### src/rtl/mem_loop_reducer_pkg.sv
// Shared types for the memory-window reducer: FSM states, reduce modes
// and the per-mode accumulator identity.
package mem_loop_pkg;

   typedef enum logic [2:0] {
      ST_IDLE = 3'd0,
      ST_INIT = 3'd1,
      ST_COND = 3'd2,
      ST_READ = 3'd3,
      ST_WAIT = 3'd4,
      ST_ACC  = 3'd5,
      ST_INCR = 3'd6,
      ST_DONE = 3'd7
   } state_t;

   localparam logic [1:0] MODE_SUM = 2'b00;
   localparam logic [1:0] MODE_MAX = 2'b01;
   localparam logic [1:0] MODE_MIN = 2'b10;
   localparam logic [1:0] MODE_NZ  = 2'b11;

   // min starts from DATA_W ones so the first word always replaces it
   function automatic logic [31:0] mode_identity(input logic [1:0] mode,
                                                 input int unsigned data_w);
      if (mode == MODE_MIN) return {32{1'b1}} >> (32 - data_w);
      return '0;
   endfunction

endpackage

### src/rtl/mem_loop_reducer_alu.sv
// reduce_alu: one reduction step acc (op) d for sum/max/min/count-nonzero.
// SATURATE_EN: when defined, sum clamps at all-ones instead of wrapping.
module reduce_alu
   import mem_loop_pkg::*;
#(
   parameter int DATA_W = 8,
   parameter int ACC_W  = 12
) (
   input  logic [ACC_W-1:0]  acc,
   input  logic [DATA_W-1:0] d,
   input  logic [1:0]        mode,
   output logic [ACC_W-1:0]  next_acc,
   output logic              ovf
);

   logic [ACC_W-1:0] dz;
   logic [ACC_W:0]   sum_w;

   assign dz = ACC_W'(d);

   always_comb begin
      sum_w    = {1'b0, acc} + {1'b0, dz};
      next_acc = acc;
      ovf      = 1'b0;
      case (mode)
         MODE_SUM: begin
            ovf = sum_w[ACC_W];
`ifdef SATURATE_EN
            next_acc = sum_w[ACC_W] ? '1 : sum_w[ACC_W-1:0];
`else
            next_acc = sum_w[ACC_W-1:0];
`endif
         end
         MODE_MAX: if (dz > acc) next_acc = dz;
         MODE_MIN: if (dz < acc) next_acc = dz;
         MODE_NZ:  if (d != '0) next_acc = acc + ACC_W'(1);
         default:  next_acc = acc;
      endcase
   end

endmodule

### src/rtl/mem_loop_reducer.sv
// Step-enabled FSM walking a wrapping window of a sync-read RAM and reducing
// it via reduce_alu. Optional SATURATE_EN makes sum mode clamp instead of wrap.
module mem_loop_reducer
   import mem_loop_pkg::*;
#(
   parameter int DATA_W  = 8,
   parameter int ADDR_W  = 5,
   parameter int CNT_W   = 6,
   parameter int ACC_W   = 12,
   parameter int MEM_LAT = 1
) (
   input  logic              clk,
   input  logic              rst,
   input  logic              step_en,
   input  logic              go,
   input  logic [ADDR_W-1:0] start_addr,
   input  logic [CNT_W-1:0]  count,
   input  logic [1:0]        mode,
   output logic [ADDR_W-1:0] mem_addr,
   input  logic [DATA_W-1:0] mem_rdata,
   output logic              busy,
   output logic              done,
   output logic [ACC_W-1:0]  result,
   output logic [CNT_W-1:0]  index,
   output logic              overflow
);

   localparam logic [1:0] WAIT_LAST = 2'(MEM_LAT > 1 ? MEM_LAT - 2 : 0);

   state_t            state;
   logic [ADDR_W-1:0] base_r;
   logic [CNT_W-1:0]  cnt_r;
   logic [1:0]        mode_r;
   logic [CNT_W-1:0]  idx_r;
   logic [ACC_W-1:0]  acc_r;
   logic              ovf_r;
   logic [1:0]        wait_r;
   logic [ACC_W-1:0]  alu_next;
   logic              alu_ovf;

   reduce_alu #(
      .DATA_W(DATA_W),
      .ACC_W (ACC_W)
   ) u_alu (
      .acc     (acc_r),
      .d       (mem_rdata),
      .mode    (mode_r),
      .next_acc(alu_next),
      .ovf     (alu_ovf)
   );

   always_ff @(posedge clk or posedge rst) begin
      if (rst) begin
         state  <= ST_IDLE;
         base_r <= '0;
         cnt_r  <= '0;
         mode_r <= '0;
         idx_r  <= '0;
         acc_r  <= '0;
         ovf_r  <= 1'b0;
         wait_r <= '0;
      end else if (step_en) begin
         case (state)
            ST_IDLE, ST_DONE: begin
               if (go) begin
                  base_r <= start_addr;
                  cnt_r  <= count;
                  mode_r <= mode;
                  state  <= ST_INIT;
               end
            end
            ST_INIT: begin
               idx_r <= '0;
               ovf_r <= 1'b0;
               acc_r <= ACC_W'(mode_identity(mode_r, DATA_W));
               state <= ST_COND;
            end
            ST_COND: state <= (idx_r < cnt_r) ? ST_READ : ST_DONE;
            ST_READ: begin
               wait_r <= '0;
               state  <= (MEM_LAT == 1) ? ST_ACC : ST_WAIT;
            end
            // WAIT occupies MEM_LAT-1 steps; wait_r counts them from zero
            ST_WAIT: begin
               if (wait_r == WAIT_LAST) state <= ST_ACC;
               else wait_r <= wait_r + 2'd1;
            end
            ST_ACC: begin
               acc_r <= alu_next;
               if (alu_ovf) ovf_r <= 1'b1;
               state <= ST_INCR;
            end
            ST_INCR: begin
               idx_r <= idx_r + CNT_W'(1);
               state <= ST_COND;
            end
            default: begin
               state  <= ST_IDLE;
               base_r <= '0;
               cnt_r  <= '0;
               mode_r <= '0;
               idx_r  <= '0;
               acc_r  <= '0;
               ovf_r  <= 1'b0;
               wait_r <= '0;
            end
         endcase
      end
   end

   assign mem_addr = base_r + ADDR_W'(idx_r);
   assign busy     = (state != ST_IDLE) && (state != ST_DONE);
   assign done     = (state == ST_DONE);
   assign result   = acc_r;
   assign index    = idx_r;
   assign overflow = ovf_r;

endmodule

### config.mk
export PLATFORM = sky130hd
export DESIGN_NAME = mem_loop_reducer
export DESIGN_NICKNAME = d
export VERILOG_FILES = /design/src/rtl/mem_loop_reducer_pkg.sv /design/src/rtl/mem_loop_reducer_alu.sv /design/src/rtl/mem_loop_reducer.sv
export SDC_FILE = /design/constraint.sdc
export NUM_CORES = 1
export LEC_CHECK = 0
export ABC_CLOCK_PERIOD_IN_PS = 3100
export CORE_ASPECT_RATIO = 0.7
export CORE_UTILIZATION = 30
export CTS_BUF_LIST = sky130_fd_sc_hd__clkbuf_16
export CTS_CLUSTER_DIAMETER = 60
export DETAILED_ROUTE_END_ITERATION = 12
export GPL_ROUTABILITY_DRIVEN = 0
export PLACE_DENSITY = 0.46
export SYNTH_ARGS = -nofsm -noshare
export SYNTH_HDL_FRONTEND = slang
export SYNTH_SLANG_ARGS = --single-unit
### constraint.sdc
create_clock -name clk -period 3.1 [get_ports clk]
set_clock_uncertainty 0.05 [all_clocks]
set_input_delay 0.465 -clock clk [delete_from_list [all_inputs] [get_ports clk]]
set_output_delay 0.465 -clock clk [all_outputs]
set_load 0.005 [all_outputs]
==> flow_summary.toml, run 1 <==
[clocking]
post_cts_resized = 0
cts_sinks = 37
clock_path_buffers = 2
ctsHoldBuffers = 0
cts_setup_buffers = 0
cts_tree = "yes"
insertion_delay_ns = 0.29
cts_buffers = 5
cts_htree_levels = 2
root_buffer = "clkbuf_16"
cts.clk_slew.worst_paths_ns = 0.06

[timing]
fin_crit_ns = 2.94
worstMarginPinSlew_ns = 0.682
drv_slew = 0
rsz0062_at_grt = "no"
tns_ns = 0
max_freq_ghz = 0.341
setup_viol = 0
hold_viol = 0
slew_headroom_pct = 54.2
period_share_pct = 94.7

[drt]
drt-vias-per-instance = 4.99
ant_nets = 0
drc = 0
dr.pass1.iters = 4
wl_per_cell_um = 15.6
routed_wl_um = 8530
drt-initial-drc-count = 208
vias = 2727

[die]
die_y_um = 87.5
initial_core_util_pct = 31.6
die_w_um = 124
row_count = 30
io-pin-count = 51
coreArea_um2 = 9910
die_area_um2 = 10900

[setup_path]
path_class = "reg -> out"
crit_path_start_kind = "register"
cp-end-kind = "output pin"
worstPathRequired_ns = 2.58
cp.arrival_ns = 2.42
path_max_fanout = 7

[grt]
grt_max_degree = 38
grt_pass1_wl_um = 13800
antenna_found_initial = 0
gr-total-overflow = 0
grt_util_all_layers_pct = 16.9
grt_pass1_vias = 2603

[logic_synthesis]
synth_seq_cells = 37
synth_warnings = 0
synthFlopType = "dfrtp_1"
avgSynthCellArea_um2 = 8.60
syn_nets = 428
yosys.cell_types.count = 55
syn-cell-area_um2 = 3130
synth_edf_count = 0
syn_inst = 364
ys_seq_area_share_pct = 29.6
synthArstFlopShare_pct = 100

[cells_and_area]
antenna_cells = 0
nets = 482
n_fill_cell = 1029
layout_common_cells = "clkdlybuf4s50_1, ha_1, dfrtp_1"
final_core_util_pct = 40.3
drive_above_1_share_pct = 9.55
instances_no_fill = 547
layout_commonest_cell = "clkdlybuf4s50_1"
design_area_um2 = 3990
syn2layout_area_growth_pct = 27.6

[placement]
placed_cells = 539
placement.io_buffers = 50
place_area_um2 = 3800
dp_hpwl_um = 6420

[power_and_ir_drop]
total_power_mw = 4.00
ir_drop_uv = 313
cellLeakagePower_nw = 1.73
p_per_area_nw_per_um2 = 1000

[run]
maxCapViolations = 0

[run_status]
status = "complete, no violations"

[worst_hold_path]
hold_class = "reg -> reg"
-- critical path, cell delays in order (launching register included) --
cell,delay (ns)
dfrtp_1,0.51
ha_1,0.23
inv_1,0.06
fa_1,0.41
inv_1,0.07
a21o_1,0.12
a21oi_1,0.09
xnor2_1,0.13
clkdlybuf4s50_1,0.51
-- worst paths after layout --
kind	end	cells past startpoint	startpoint	slack [ns]
min reg2reg	wait_r[1]	2	wait_r[1]	0.43
min	wait_r[1]	2	wait_r[1]	0.43
max	mem_addr[4]	8	index[0]	0.16
max in group asynchronous	state[1]	3	rst	2.09
min in group asynchronous	result[1]	3	rst	0.55
max reg2reg	result[8]	10	result[0]	0.44
-- final cells by class --
class	count	area [um2]	area share (%)
clock buffers	5	125	3.13
clock inverters	3	65.1	1.63
inverters	36	135	3.38
multi-input cells	275	1970	49.4
flip-flops and latches	37	926	23.2
well taps	128	160	4.01
repair buffers	63	611	15.3
-- registers in the layout, indices dropped and copies added, names as in the netlist --
name,flops
cnt_r,6
wait_r,2
result,12
overflow,1
mode_r,2
index,6
base_r,5
state,3
-- cells in the mapped netlist, types with 2 or more instances --
library cell / instances / area share, %
nand2b_1: 3 / 0.60
nand2_1: 32 / 3.8
o21a_1: 4 / 0.96
o211ai_1: 4 / 0.96
dfrtp_1: 37 / 30
o21ai_0: 20 / 3.2
or3_1: 4 / 0.80
mux2i_1: 4 / 1.3
a21oi_2: 3 / 0.84
nor2_1: 32 / 3.8
nand3_1: 13 / 2.1
o2bb2ai_1: 2 / 0.56
and2_1: 2 / 0.40
nand4_1: 5 / 1.0
o21ai_1: 3 / 0.48
mux2_2: 7 / 2.5
nor3_1: 2 / 0.32
a221oi_1: 7 / 2.0
ha_1: 37 / 15
nor4_1: 3 / 0.60
a22o_1: 4 / 1.1
nor2b_1: 6 / 1.2
a21oi_1: 21 / 3.4
inv_1: 36 / 4.3
fa_1: 2 / 1.3
a211oi_1: 2 / 0.48
buf_6: 4 / 1.4
nor3b_1: 2 / 0.48
xor2_1: 7 / 2.0
a31oi_1: 7 / 1.4
xnor2_1: 13 / 3.6
a21o_1: 5 / 1.2
clkbuf_1: 9 / 1.1
-- logic make-up (layout without fill, tap and decap cells) --
kind of cell	Yosys count	in the layout	share of synthesized area, %
flops	37	37	29.6
xor+xnor	20	20	5.60
fa+ha+maj	39	39	16.1
buf+inv	52	107	7.43
simple gates	109	109	16.5
compound gates	96	96	21.0
mux	11	11	3.80
-- layer usage --
metal	routed length [um]	up-vias	track usage [%]	share of wire, %
met2	3300	55	22.4	39
met4	97	0	4.65	1.1
met5	0	-	0	0
met1	4760	1289	26.9	56
met3	373	7	3.27	4.4
li1	-	1376	-	-
-- through the flow --
step	hold slack, ns	setup slack, ns
2_1_floorplan	0.400	0.752
3_3_place_gp	0.420	0.105
3_5_place_dp	0.427	0.0201
4_1_cts	0.441	0.169
5_1_grt	0.467	0.0492
6_report	0.432	0.165
-- report_power, final --
part,switching (mW),internal (mW)
Combinational,1.24,1.17
Clock,0.217,0.460
Sequential,0.234,0.678
No activity file was read; power rests on OpenSTA's default activity.
==> run 2: changes to the inputs <==
Settings changed: ABC_AREA set to 1, SKIP_LAST_GASP set to 1.
==> flow_summary.toml, run 2 <==
[run_status]
status = "complete, no violations"

[timing]
slew_headroom_pct = 66.9
worstMarginPinSlew_ns = 0.496
hold_slack_ns = 0.458
max_freq_ghz = 0.366
rsz0062_at_grt = "no"
drv_slew = 0
fin_crit_ns = 2.74
tns_ns = 0
period_share_pct = 88.2
hold_viol = 0
setup_viol = 0

[power_and_ir_drop]
p_sw_mw = 1.56
netSwitchingFraction_pct = 45.7
ir_drop_uv = 344
power_frac_seq_pct = 26.0
total_power_mw = 3.42
cellLeakagePower_nw = 2.03
p_per_area_nw_per_um2 = 846
internal-power_mw = 1.86
clockPowerShare_pct = 13.7
combPwrFrac_pct = 60.3

[cells_and_area]
final_core_util_pct = 38.6
syn2layout_area_growth_pct = 23.1
largest_reg_flops = 12
layout_commonest_cell = "nand2_1"
layout_common_cells = "nand2_1, inv_1, clkdlybuf4s50_1"
design_area_um2 = 4040
drive_above_1_share_pct = 6.74
nets = 583
n_fill_cell = 1145
antenna_cells = 0

[logic_synthesis]
synth_warnings = 0
synth_most_common_cell = "nand2_1"
syn-cell-area_um2 = 3280
synth_seq_cells = 37
yosys.cell_types.count = 42
syn_inst = 467
synth_common_cells = "nand2_1, inv_1, nor2_1"
syn_nets = 531
synthArstFlopShare_pct = 100
avgSynthCellArea_um2 = 7.03
synth_edf_count = 0
ys_seq_area_share_pct = 28.2
yosys.area.top_type = "dfrtp_1"
synth_top_area_share_pct = 28.2
synth_area_leaders = "dfrtp_1, ha_1, nand2_1"
synthFlopType = "dfrtp_1"

[grt]
gr-total-overflow = 0
antenna_found_initial = 0
grt_util_all_layers_pct = 16.8
grt_pass1_vias = 2852
grt_pass1_wl_um = 14700
grt_max_degree = 38

[drt]
dr.pass1.iters = 5
wl_per_cell_um = 13.8
highest-signal-layer = "met4"
vias = 3092
ant_nets = 0
routed_wl_um = 9010
drt-vias-per-instance = 4.75
met1_length_um = 5090
route.met2.wl_um = 3370
drt-initial-drc-count = 191
dr_wl_met3_um = 530
drc = 0

[die]
initial_core_util_pct = 31.4
io-pin-count = 51
die_area_um2 = 11400
row_count = 31
coreArea_um2 = 10500
die_y_um = 89.5
die_w_um = 127

[setup_path]
worstPathRequired_ns = 2.58
crit_start = "index[0]"
path_max_fanout = 4
r2r_start = "result[0]"
setup.worst_path.end = "mem_addr[4]"
reg2reg_slack_ns = 0.78
cp-end-kind = "output pin"
r2r_end = "result[10]"
crit_path_start_kind = "register"
worst-r2r-cell-count = 13
cp.arrival_ns = 2.22
path_class = "reg -> out"

[clocking]
ctsHoldBuffers = 0
post_cts_resized = 0
insertion_delay_ns = 0.28
cts.clk_slew.worst_paths_ns = 0.05
cts_buffers = 5
root_buffer = "clkbuf_16"
cts_setup_buffers = 0
cts_sinks = 37
clock_path_buffers = 2
cts_htree_levels = 2
cts_tree = "yes"

[run]
maxCapViolations = 0

[placement]
place_area_um2 = 3910
dp_hpwl_um = 7220
placement.io_buffers = 50

[worst_hold_path]
hold_class = "reg -> reg"
-- run 2: cell count changes after synthesis, sizes merged, moves of 10 or more --
cell | previous run | this run
nand2 | 32 | 122
inv | 36 | 72
nand3 | 13 | 38
a21oi | 24 | 41
xnor2 | 13 | 1
nor2 | 32 | 42
-- run 2: power by group through the flow --
stage	clock [mW]	sequential, mW	combinational [mW]
floorplan	0	0.820	1.38
global placement	0	0.899	2.07
detailed placement	0	0.896	2.06
CTS	0.482	0.892	2.07
global route	0.503	0.922	2.35
finish	0.470	0.887	2.06
-- run 2: logic make-up (layout without fill, tap and decap cells) --
kind of cell | after synthesis | in the layout | synth area share (%)
AO/OA/AOI/OAI | 77 | 77 | 13.4
XOR/XNOR | 6 | 6 | 1.60
adder cells (fa/ha/maj) | 39 | 39 | 15.3
buffers and inverters | 81 | 133 | 10.5
flip-flops | 37 | 37 | 28.2
multiplexers | 5 | 5 | 1.71
AND/OR/NAND/NOR | 222 | 222 | 29.3
-- run 2: per-layer routing --
metal  vias to the layer above  global-route usage [%]
met3                         4                    3.05
met1                      1398                    27.1
met5                         -                       0
li1                       1614                       -
met2                        76                    22.6
met4                         0                    2.38
-- run 2: area by class of cell --
cell class                      instances  area, um2  area share (%)
Timing Repair Buffer                   54        531            13.1
Multi-Input combinational cell        349       2010            49.8
Clock inverter                          2       7.51           0.186
Inverter                               72        273            6.75
Sequential cell                        37        926            22.9
Clock buffer                            5        125            3.10
Tap cell                              132        165            4.09
-- run 2: how the worst min path moves through the flow --
stage / start / end / slack, ns / depth (start not counted)
final: cnt_r[0] / cnt_r[0] / 0.46 / 1
after global routing: cnt_r[0] / cnt_r[0] / 0.48 / 1
after CTS: cnt_r[0] / cnt_r[0] / 0.46 / 1
after detailed placement: cnt_r[0] / cnt_r[0] / 0.45 / 1
after global placement: cnt_r[0] / cnt_r[0] / 0.44 / 1
after floorplan: cnt_r[0] / cnt_r[0] / 0.43 / 1
-- run 2: worst max-delay path: stages, from the launching register on --
cell             delay [ns]
dfrtp_1                0.40
ha_1                   0.19
inv_1                  0.05
fa_1                   0.40
o21ai_0                0.23
xor2_1                 0.16
clkdlybuf4s50_1        0.51
-- run 2: stage by stage --
step,setup slack (ns),std cells
finish,0.365,651
global route,0.180,651
CTS,0.328,651
detailed placement,0.364,644
global placement,0.397,644
floorplan,1.17,467
